--- src/rtl/alu_cmd_seq.sv ---
// Command sequencer for the 4-bit ALU: buffers commands, issues them one at a time,
// and returns the selected result bus with zero/error flags over valid/ready.
module alu_cmd_seq #(
   parameter int DEPTH = 4
) (
   input  logic       clk_i,
   input  logic       rst_i,
   input  logic       cmd_valid_i,
   output logic       cmd_ready_o,
   input  logic [2:0] cmd_op_i,
   input  logic [3:0] cmd_a_i,
   input  logic [3:0] cmd_b_i,
   output logic [3:0] alu_a_o,
   output logic [3:0] alu_b_o,
   output logic [2:0] alu_select_o,
   input  logic [4:0] alu_add_result_i,
   input  logic [4:0] alu_sub_result_i,
   input  logic [3:0] alu_xor_result_i,
   input  logic [3:0] alu_and_result_i,
   input  logic [3:0] alu_or_result_i,
   input  logic [3:0] alu_invt_result_i,
   output logic       rsp_valid_o,
   input  logic       rsp_ready_i,
   output logic [4:0] rsp_data_o,
   output logic [2:0] rsp_op_o,
   output logic       rsp_zero_o,
   output logic       rsp_err_o,
   output logic       busy_o
);

   localparam int          AW       = (DEPTH > 1) ? $clog2(DEPTH) : 1;
   localparam logic [AW:0] FULL_CNT = (AW+1)'(DEPTH);
   localparam logic [2:0]  SEL_OFF  = 3'b111;

   typedef enum logic [1:0] {IDLE, ISSUE, RESP} state_t;

   typedef struct packed {
      logic [2:0] op;
      logic [3:0] a;
      logic [3:0] b;
   } cmd_t;

   state_t        state_q, state_d;
   cmd_t          fifo_q [DEPTH];
   cmd_t          head;
   logic [AW-1:0] wr_ptr_q, rd_ptr_q;
   logic [AW:0]   count_q;
   logic          push, pop, empty;

   logic [3:0] alu_a_q, alu_a_d, alu_b_q, alu_b_d;
   logic [2:0] alu_select_q, alu_select_d;
   logic       rsp_valid_q, rsp_valid_d, rsp_zero_q, rsp_zero_d, rsp_err_q, rsp_err_d;
   logic [4:0] rsp_data_q, rsp_data_d;
   logic [2:0] rsp_op_q, rsp_op_d;
   logic [4:0] res_data;
   logic       res_err;

   assign empty       = (count_q == '0);
   assign cmd_ready_o = (count_q != FULL_CNT);
   assign push        = cmd_valid_i && cmd_ready_o;
   assign head        = fifo_q[rd_ptr_q];
   // Pop only where the FSM immediately loads the head into the ALU registers.
   assign pop         = !empty && ((state_q == IDLE) || (state_q == RESP && rsp_ready_i));

   always_ff @(posedge clk_i) begin
      if (push) fifo_q[wr_ptr_q] <= '{op: cmd_op_i, a: cmd_a_i, b: cmd_b_i};
   end

   always_ff @(posedge clk_i or posedge rst_i) begin
      if (rst_i) begin
         wr_ptr_q <= '0;
         rd_ptr_q <= '0;
         count_q  <= '0;
      end else begin
         if (push) wr_ptr_q <= wr_ptr_q + AW'(1);
         if (pop)  rd_ptr_q <= rd_ptr_q + AW'(1);
         case ({push, pop})
            2'b10:   count_q <= count_q + (AW+1)'(1);
            2'b01:   count_q <= count_q - (AW+1)'(1);
            default: count_q <= count_q;
         endcase
      end
   end

   always_ff @(posedge clk_i or posedge rst_i) begin
      if (rst_i) state_q <= IDLE;
      else       state_q <= state_d;
   end

   always_comb begin
      state_d = state_q;
      case (state_q)
         IDLE:    if (!empty) state_d = ISSUE;
         ISSUE:   state_d = RESP;
         RESP:    if (rsp_ready_i) state_d = empty ? IDLE : ISSUE;
         default: state_d = IDLE;
      endcase
   end

   // Result selection for the op currently on the ALU select lines.
   always_comb begin
      res_data = '0;
      res_err  = 1'b0;
      case (alu_select_q)
         3'd0:    res_data = alu_add_result_i;
         3'd1:    res_data = alu_sub_result_i;
         3'd2:    res_data = {1'b0, alu_xor_result_i};
         3'd3:    res_data = {1'b0, alu_and_result_i};
         3'd4:    res_data = {1'b0, alu_or_result_i};
         3'd5:    res_data = {1'b0, alu_invt_result_i};
         default: res_err  = 1'b1;
      endcase
   end

   always_comb begin
      alu_a_d      = alu_a_q;
      alu_b_d      = alu_b_q;
      alu_select_d = alu_select_q;
      rsp_valid_d  = rsp_valid_q;
      rsp_data_d   = rsp_data_q;
      rsp_op_d     = rsp_op_q;
      rsp_zero_d   = rsp_zero_q;
      rsp_err_d    = rsp_err_q;
      if (state_q == ISSUE) begin
         rsp_valid_d  = 1'b1;
         rsp_op_d     = alu_select_q;
         rsp_data_d   = res_data;
         rsp_zero_d   = (res_data == '0);
         rsp_err_d    = res_err;
         alu_select_d = SEL_OFF;
      end else begin
         if (state_q == RESP && rsp_ready_i) begin
            rsp_valid_d = 1'b0;
            rsp_err_d   = 1'b0;
         end
         if (pop) begin
            alu_a_d      = head.a;
            alu_b_d      = head.b;
            alu_select_d = head.op;
         end
      end
   end

   always_ff @(posedge clk_i or posedge rst_i) begin
      if (rst_i) begin
         alu_a_q      <= '0;
         alu_b_q      <= '0;
         alu_select_q <= SEL_OFF;
         rsp_valid_q  <= 1'b0;
         rsp_data_q   <= '0;
         rsp_op_q     <= '0;
         rsp_zero_q   <= 1'b0;
         rsp_err_q    <= 1'b0;
      end else begin
         alu_a_q      <= alu_a_d;
         alu_b_q      <= alu_b_d;
         alu_select_q <= alu_select_d;
         rsp_valid_q  <= rsp_valid_d;
         rsp_data_q   <= rsp_data_d;
         rsp_op_q     <= rsp_op_d;
         rsp_zero_q   <= rsp_zero_d;
         rsp_err_q    <= rsp_err_d;
      end
   end

   assign alu_a_o      = alu_a_q;
   assign alu_b_o      = alu_b_q;
   assign alu_select_o = alu_select_q;
   assign rsp_valid_o  = rsp_valid_q;
   assign rsp_data_o   = rsp_data_q;
   assign rsp_op_o     = rsp_op_q;
   assign rsp_zero_o   = rsp_zero_q;
   assign rsp_err_o    = rsp_err_q;
   assign busy_o       = !empty || (state_q != IDLE);

endmodule

--- config.mk ---
export PLATFORM = sky130hd
export DESIGN_NAME = alu_cmd_seq
export DESIGN_NICKNAME = d
export VERILOG_FILES = /design/src/rtl/alu_cmd_seq.sv
export SDC_FILE = /design/constraint.sdc
export NUM_CORES = 1
export LEC_CHECK = 0
export CORE_ASPECT_RATIO = 0.5
export CORE_MARGIN = 2
export CORE_UTILIZATION = 51
export CTS_CLUSTER_DIAMETER = 50
export DETAILED_ROUTE_END_ITERATION = 6
export GPL_ROUTABILITY_DRIVEN = 0
export GPL_TIMING_DRIVEN = 0
export PLACE_DENSITY = 0.78
export SYNTH_ARGS = -nofsm -noshare
export SYNTH_HDL_FRONTEND = slang
export SYNTH_SLANG_ARGS = --single-unit
--- constraint.sdc ---
create_clock -name clk_i -period 2.5 [get_ports clk_i]
set_clock_uncertainty 0.05 [all_clocks]
set_input_delay 0.5 -clock clk_i [delete_from_list [all_inputs] [get_ports clk_i]]
set_output_delay 0.5 -clock clk_i [all_outputs]
set_load 0.03 [all_outputs]
# Word level (Yosys, flattened, before mapping)
# Memory sizes are Yosys's and may differ from the RTL's.
# Cells that the tools add are included.
# classes
add_sub_neg	4
eq_ne	12
muxes	14
bitwise	1
reduce_logical	17
# ops
op	n
$pmux 5 s6	1
$reduce_bool 2->1	4
$mux 1	7
$eq 3x2->1 const B	2
$eq 3x3->1 const B	2
$logic_not 3->1	2
$mux 3	2
$pmux 2 s3	1
$pmux 3 s2	1
$reduce_or 6->1	1
$logic_not 5->1	1
$add 2x1->2 const B	2
$eq 2x1->1 const B	2
$eq 2x2->1 const B	2
$mux 2	2
$ne 2x2->1 const B	2
$reduce_and 2->1	2
$add 3x1->3 const B	1
$eq 3x1->1 const B	1
$logic_and 1x1->1	3
$ne 3x3->1 const B	1
$sub 3x1->3 const B	1
$logic_not 2->1	1
$logic_or 1x1->1	2
other kinds (2)	2
# totals
regBits	31
mem_bits_rw	44
in_bits	41
word_cells	61
n_memories	1
# memory_table
memory	words	word_bits	rd	rd_clocked_by_memory_dff	write_ports	line	text
fifo_q	4	11	1	0	1	44	cmd_t fifo_q [DEPTH];

# Depth between registers and ports, before layout
# logic_depth
depth_word	6
ltp_mapped	10

# Least setup slack after synthesis
# OpenSTA, ideal clock, no wires.
# synth_timing
path_type	register -> register
startpoint	register count_q[1]
endpoint	register count_q[2]
setup_time_ps	79
t_arrival_ps	2148
required_time_ps	2371
slack_ps	223
path_stages_with_launch	11
n_path_buf	0
synth_period_minus_slack_ps	2277
path_cell_list	dfrtp_1 > inv_1 > nand3_1 > and2_1 > inv_1 > ha_1 > inv_1 > fa_1 > xor2_1 > nor2_1 > xor2_1
# synth_rtl
element	line	text
from (decl)	47	logic [AW:0] count_q;
from (signal assigned)	78	2'b10: count_q <= count_q + (AW+1)'(1);
from (signal assigned)	79	2'b01: count_q <= count_q - (AW+1)'(1);
from (signal assigned)	80	default: count_q <= count_q;
$ne 3x3->1 *	59	assign cmd_ready_o = (count_q != FULL_CNT);
named net cmd_ready_o	9	output logic cmd_ready_o,
$logic_and 1x1->1 *	60	assign push = cmd_valid_i && cmd_ready_o;
$eq 2x1->1 / $eq 2x2->1 (equally long branches)	77	case ({push, pop})
$pmux 3 s2 / $reduce_bool 2->1 (equally long branches)	-	
# The timed path passes the listed nets; every way through them passes the cells marked *.
# A chain may end at the register's enable or synchronous reset.

# Worst setup path in the final report
# layout_timing
startpoint	input port rsp_ready_i
endpoint	register count_q[2]
# layout_between
elab_chain_cells	5
# layout_lines
element	line	text
from (decl)	23	input logic rsp_ready_i,
$logic_and 1x1->1 *	63	assign pop = !empty && ((state_q == IDLE) || (state_q == RESP && rsp_ready_i));
$logic_or 1x1->1 *	63	
$logic_and 1x1->1 *	63	
named net pop	48	logic push, pop, empty;
$eq 2x1->1 / $eq 2x2->1 (equally long branches)	77	
$pmux 3 s2 / $reduce_bool 2->1 (equally long branches)	-	
# Marks and branches as above.

==> flow_summary.yaml <==
status:
  status: "complete, no violations"
synth:
  synth_most_common_cell: "edfxtp_1"
  yosys.cell_types.count: 35
  avgSynthCellArea_sq_um: 15.2
  syn_area_sq_mm: 0.00322
  yosys-top-cells-area: "edfxtp_1, dfrtp_1, mux4_2"
  synth_seq_area_share: 0.653
  syn_inst: 212
  yosysWarnings: 0
  synth_nets: 259
  post-synth-top-area-cell: "edfxtp_1"
  synth_ff_type: "edfxtp_1"
  netlist_top_cells_count: "edfxtp_1, dfrtp_1, nand2_1"
  synth-edff-count: 44
  synth_top_area_share: 0.411
  async_reset_ff_frac: 0.413
  ys_ff_latch: 75
route:
  drtPass1Iterations: 4
  ant_nets: 0
  drtIter0Drc: 98
  viasPerCell: 5.22
  wl_mm: 6.36
  vias: 2008
  wire_per_inst_um: 16.5
  drc: 0
worst_setup_path:
  worstPathArrival_ps: 2590
  critPathMaxFanout: 5
  r2r_start: "count_q[0]"
  cp-start-kind: "input pin"
  endpoint_kind: "register"
  r2r_slack_ps: 260
  slowest_stage: "clkdlybuf4s50_1"
  endpoint: "count_q[2]"
  crit_type: "in -> reg"
  r2r-end: "count_q[2]"
  cpMostUsedCell: "xor2_1"
  startpoint: "rsp_ready_i"
  max_stage_delay_ps: 470
  worstPathRequired_ps: 2690
  reg2regPathDepth: 10
  crit_chain: "clkdlybuf4s50_1 -> nand2b_1 -> nor3b_4 -> buf_6 -> ha_1 -> inv_1 -> fa_1 -> xor2_1 -> nor2_1 -> xor2_1"
floorplanning:
  die-area_sq_mm: 0.00699
  coreArea_sq_mm: 0.00608
  start_util: 0.529
  fp-row-count: 20
  ios: 65
  die_h_um: 60.1
  fp.dieW_um: 116
power:
  totalPowerFinal_mw: 5.77
  peakVddDrop_mv: 0.640
  leakage_nw: 1.68
  seqPwrFrac: 0.342
  intPower_mw: 3.75
  clkPwrFrac: 0.215
  power_density_mw_per_mm2: 1330
  netSwitchingPower_mw: 2.02
  combPwrFrac: 0.443
  p_sw_frac: 0.350
sta:
  rsz0062_at_grt: "no"
  slew_violations: 0
  slew_headroom: 0.558
  clock.fmax_mhz: 418
  fin_crit_ps: 2390
  setup_violations: 0
  hold_viol_final: 0
  worst_pin_slew_ps: 662
  final.period_utilization: 0.958
cts:
  clockRootBuffer: "clkbuf_16"
  cts_tree: "yes"
  clockBufferDepth: 2
  clkSlewWorstSetupHoldPaths_ps: 50
  insertion_delay_ps: 330
  clock-sinks: 75
  htree_levels: 3
  hold_buffers: 0
  cts_buffers: 9
global_route:
  grt_use_total: 0.195
  grt_max_degree: 32
  grt_pass1_vias: 2052
  antenna_found_initial: 0
  grt_first_pass_wirelength_mm: 9.78
  grt_overflow: 0
finish:
  layoutNonFillerInstCount: 385
  nNetsFinal: 339
  layout-drive-gt1-share: 0.195
  syn2layout_area_growth_pct: 34.4
  diodes: 0
placed_design:
  dpl.hpwl_mm: 4.30
  dp.cells: 364
  portBuffers: 64
flow_run:
  maxCapViolations: 0
min_path:
  hold_class: "reg -> reg"
worst max-delay path, delay by kind of cell:
| family | cells | cell delay, ps |
|---|---|---|
| simple gates | 3 | 510 |
| fa+ha+maj | 2 | 550 |
| buf+inv | 3 | 680 |
| xor+xnor | 2 | 350 |
metal layers:
| layer | GRT usage | routed length, um | share of wire |
|---|---|---|---|
| met3 | 0.0751 | 517 | 0.081 |
| met5 | 0 | 0 | 0 |
| met4 | 0.0663 | 95 | 0.015 |
| met2 | 0.350 | 3070 | 0.48 |
| met1 | 0.217 | 2680 | 0.42 |
power by group through the flow:
stage / clock network (mW) / registers, mW / logic, mW
finish: 1.24 / 1.97 / 2.55
global route: 1.33 / 2.01 / 2.75
CTS: 1.27 / 1.97 / 2.53
detailed placement: 0 / 1.99 / 2.49
global placement: 0 / 1.95 / 2.42
floorplan: 0 / 2.28 / 1.38
state kept, by name, summed over array words and instances, names as in the netlist:
name	count
alu_a_o	4
alu_b_o	4
alu_select_o	3
count_q	3
fifo_q	44
rd_ptr_q	2
rsp_data_o	5
rsp_err_o	1
rsp_op_o	3
rsp_valid_o	1
rsp_zero_o	1
state_q	2
wr_ptr_q	2
cell families after synthesis:
logic type,after synthesis,share of synthesized area
AOI/OAI and AO/OA,27,0.0533
DFF,75,0.653
adders and majority gates,6,0.0257
buffers and inverters,20,0.0315
muxes,30,0.145
and+or+nand+nor,48,0.0751
xor gates and xnor gates,6,0.0163
placed cells by master, fill, tap and decap left out, types with 6 or more instances in the layout:
master	synthesis	layout
buf_2	6	6
mux2_2	10	10
clkbuf_16	0	9
edfxtp_1	44	44
mux2i_1	6	6
o21ai_0	10	10
a21oi_1	10	10
nand2_1	19	19
dfrtp_1	28	28
clkdlybuf4s50_1	0	64
mux4_2	11	11
nor2_1	7	7
inv_1	9	9
how the worst min path moves through the flow:
stage | start | end | slack (ps) | depth (start not counted)
after floorplan | count_q[2] | count_q[2] | 410 | 1
after global placement | rsp_op_o[0] | rsp_op_o[0] | 410 | 2
after detailed placement | rsp_op_o[0] | rsp_op_o[0] | 430 | 2
after CTS | rsp_op_o[0] | rsp_op_o[0] | 440 | 2
after global routing | rsp_op_o[2] | rsp_op_o[2] | 450 | 2
final | rsp_op_o[0] | rsp_op_o[0] | 440 | 2
timing repair:
item                                    in CTS  in global routing
buffers inserted                             1                  3
endpoints found under the setup margin       2                  2
resized for setup                            0                  1
layout make-up:
class | instances | area [sq um]
clock inverters | 2 | 37.5
well taps | 88 | 110
inverters | 9 | 33.8
flip-flops and latches | 75 | 2100
repair buffers | 69 | 698
clock buffers | 14 | 254
plain buffers | 11 | 67.6
fillers | 428 | 1760
multi-input cells | 117 | 1020
through the flow:
step | setup TNS [ps] | instance area (sq um) | hold WS, ps | setup WS [ps] | util
final | 0 | 4320 | 438 | 106 | 0.710
after global routing | 0 | 4320 | 453 | 24.8 | 0.710
after CTS | 0 | 4270 | 438 | 15.8 | 0.701
after detailed placement | -1000 | 3970 | 425 | -619 | 0.652
after global placement | -872 | 3970 | 412 | -535 | 0.652
after floorplan | 0 | 3220 | 414 | 223 | -
No activity file was read; power rests on OpenSTA's default activity.
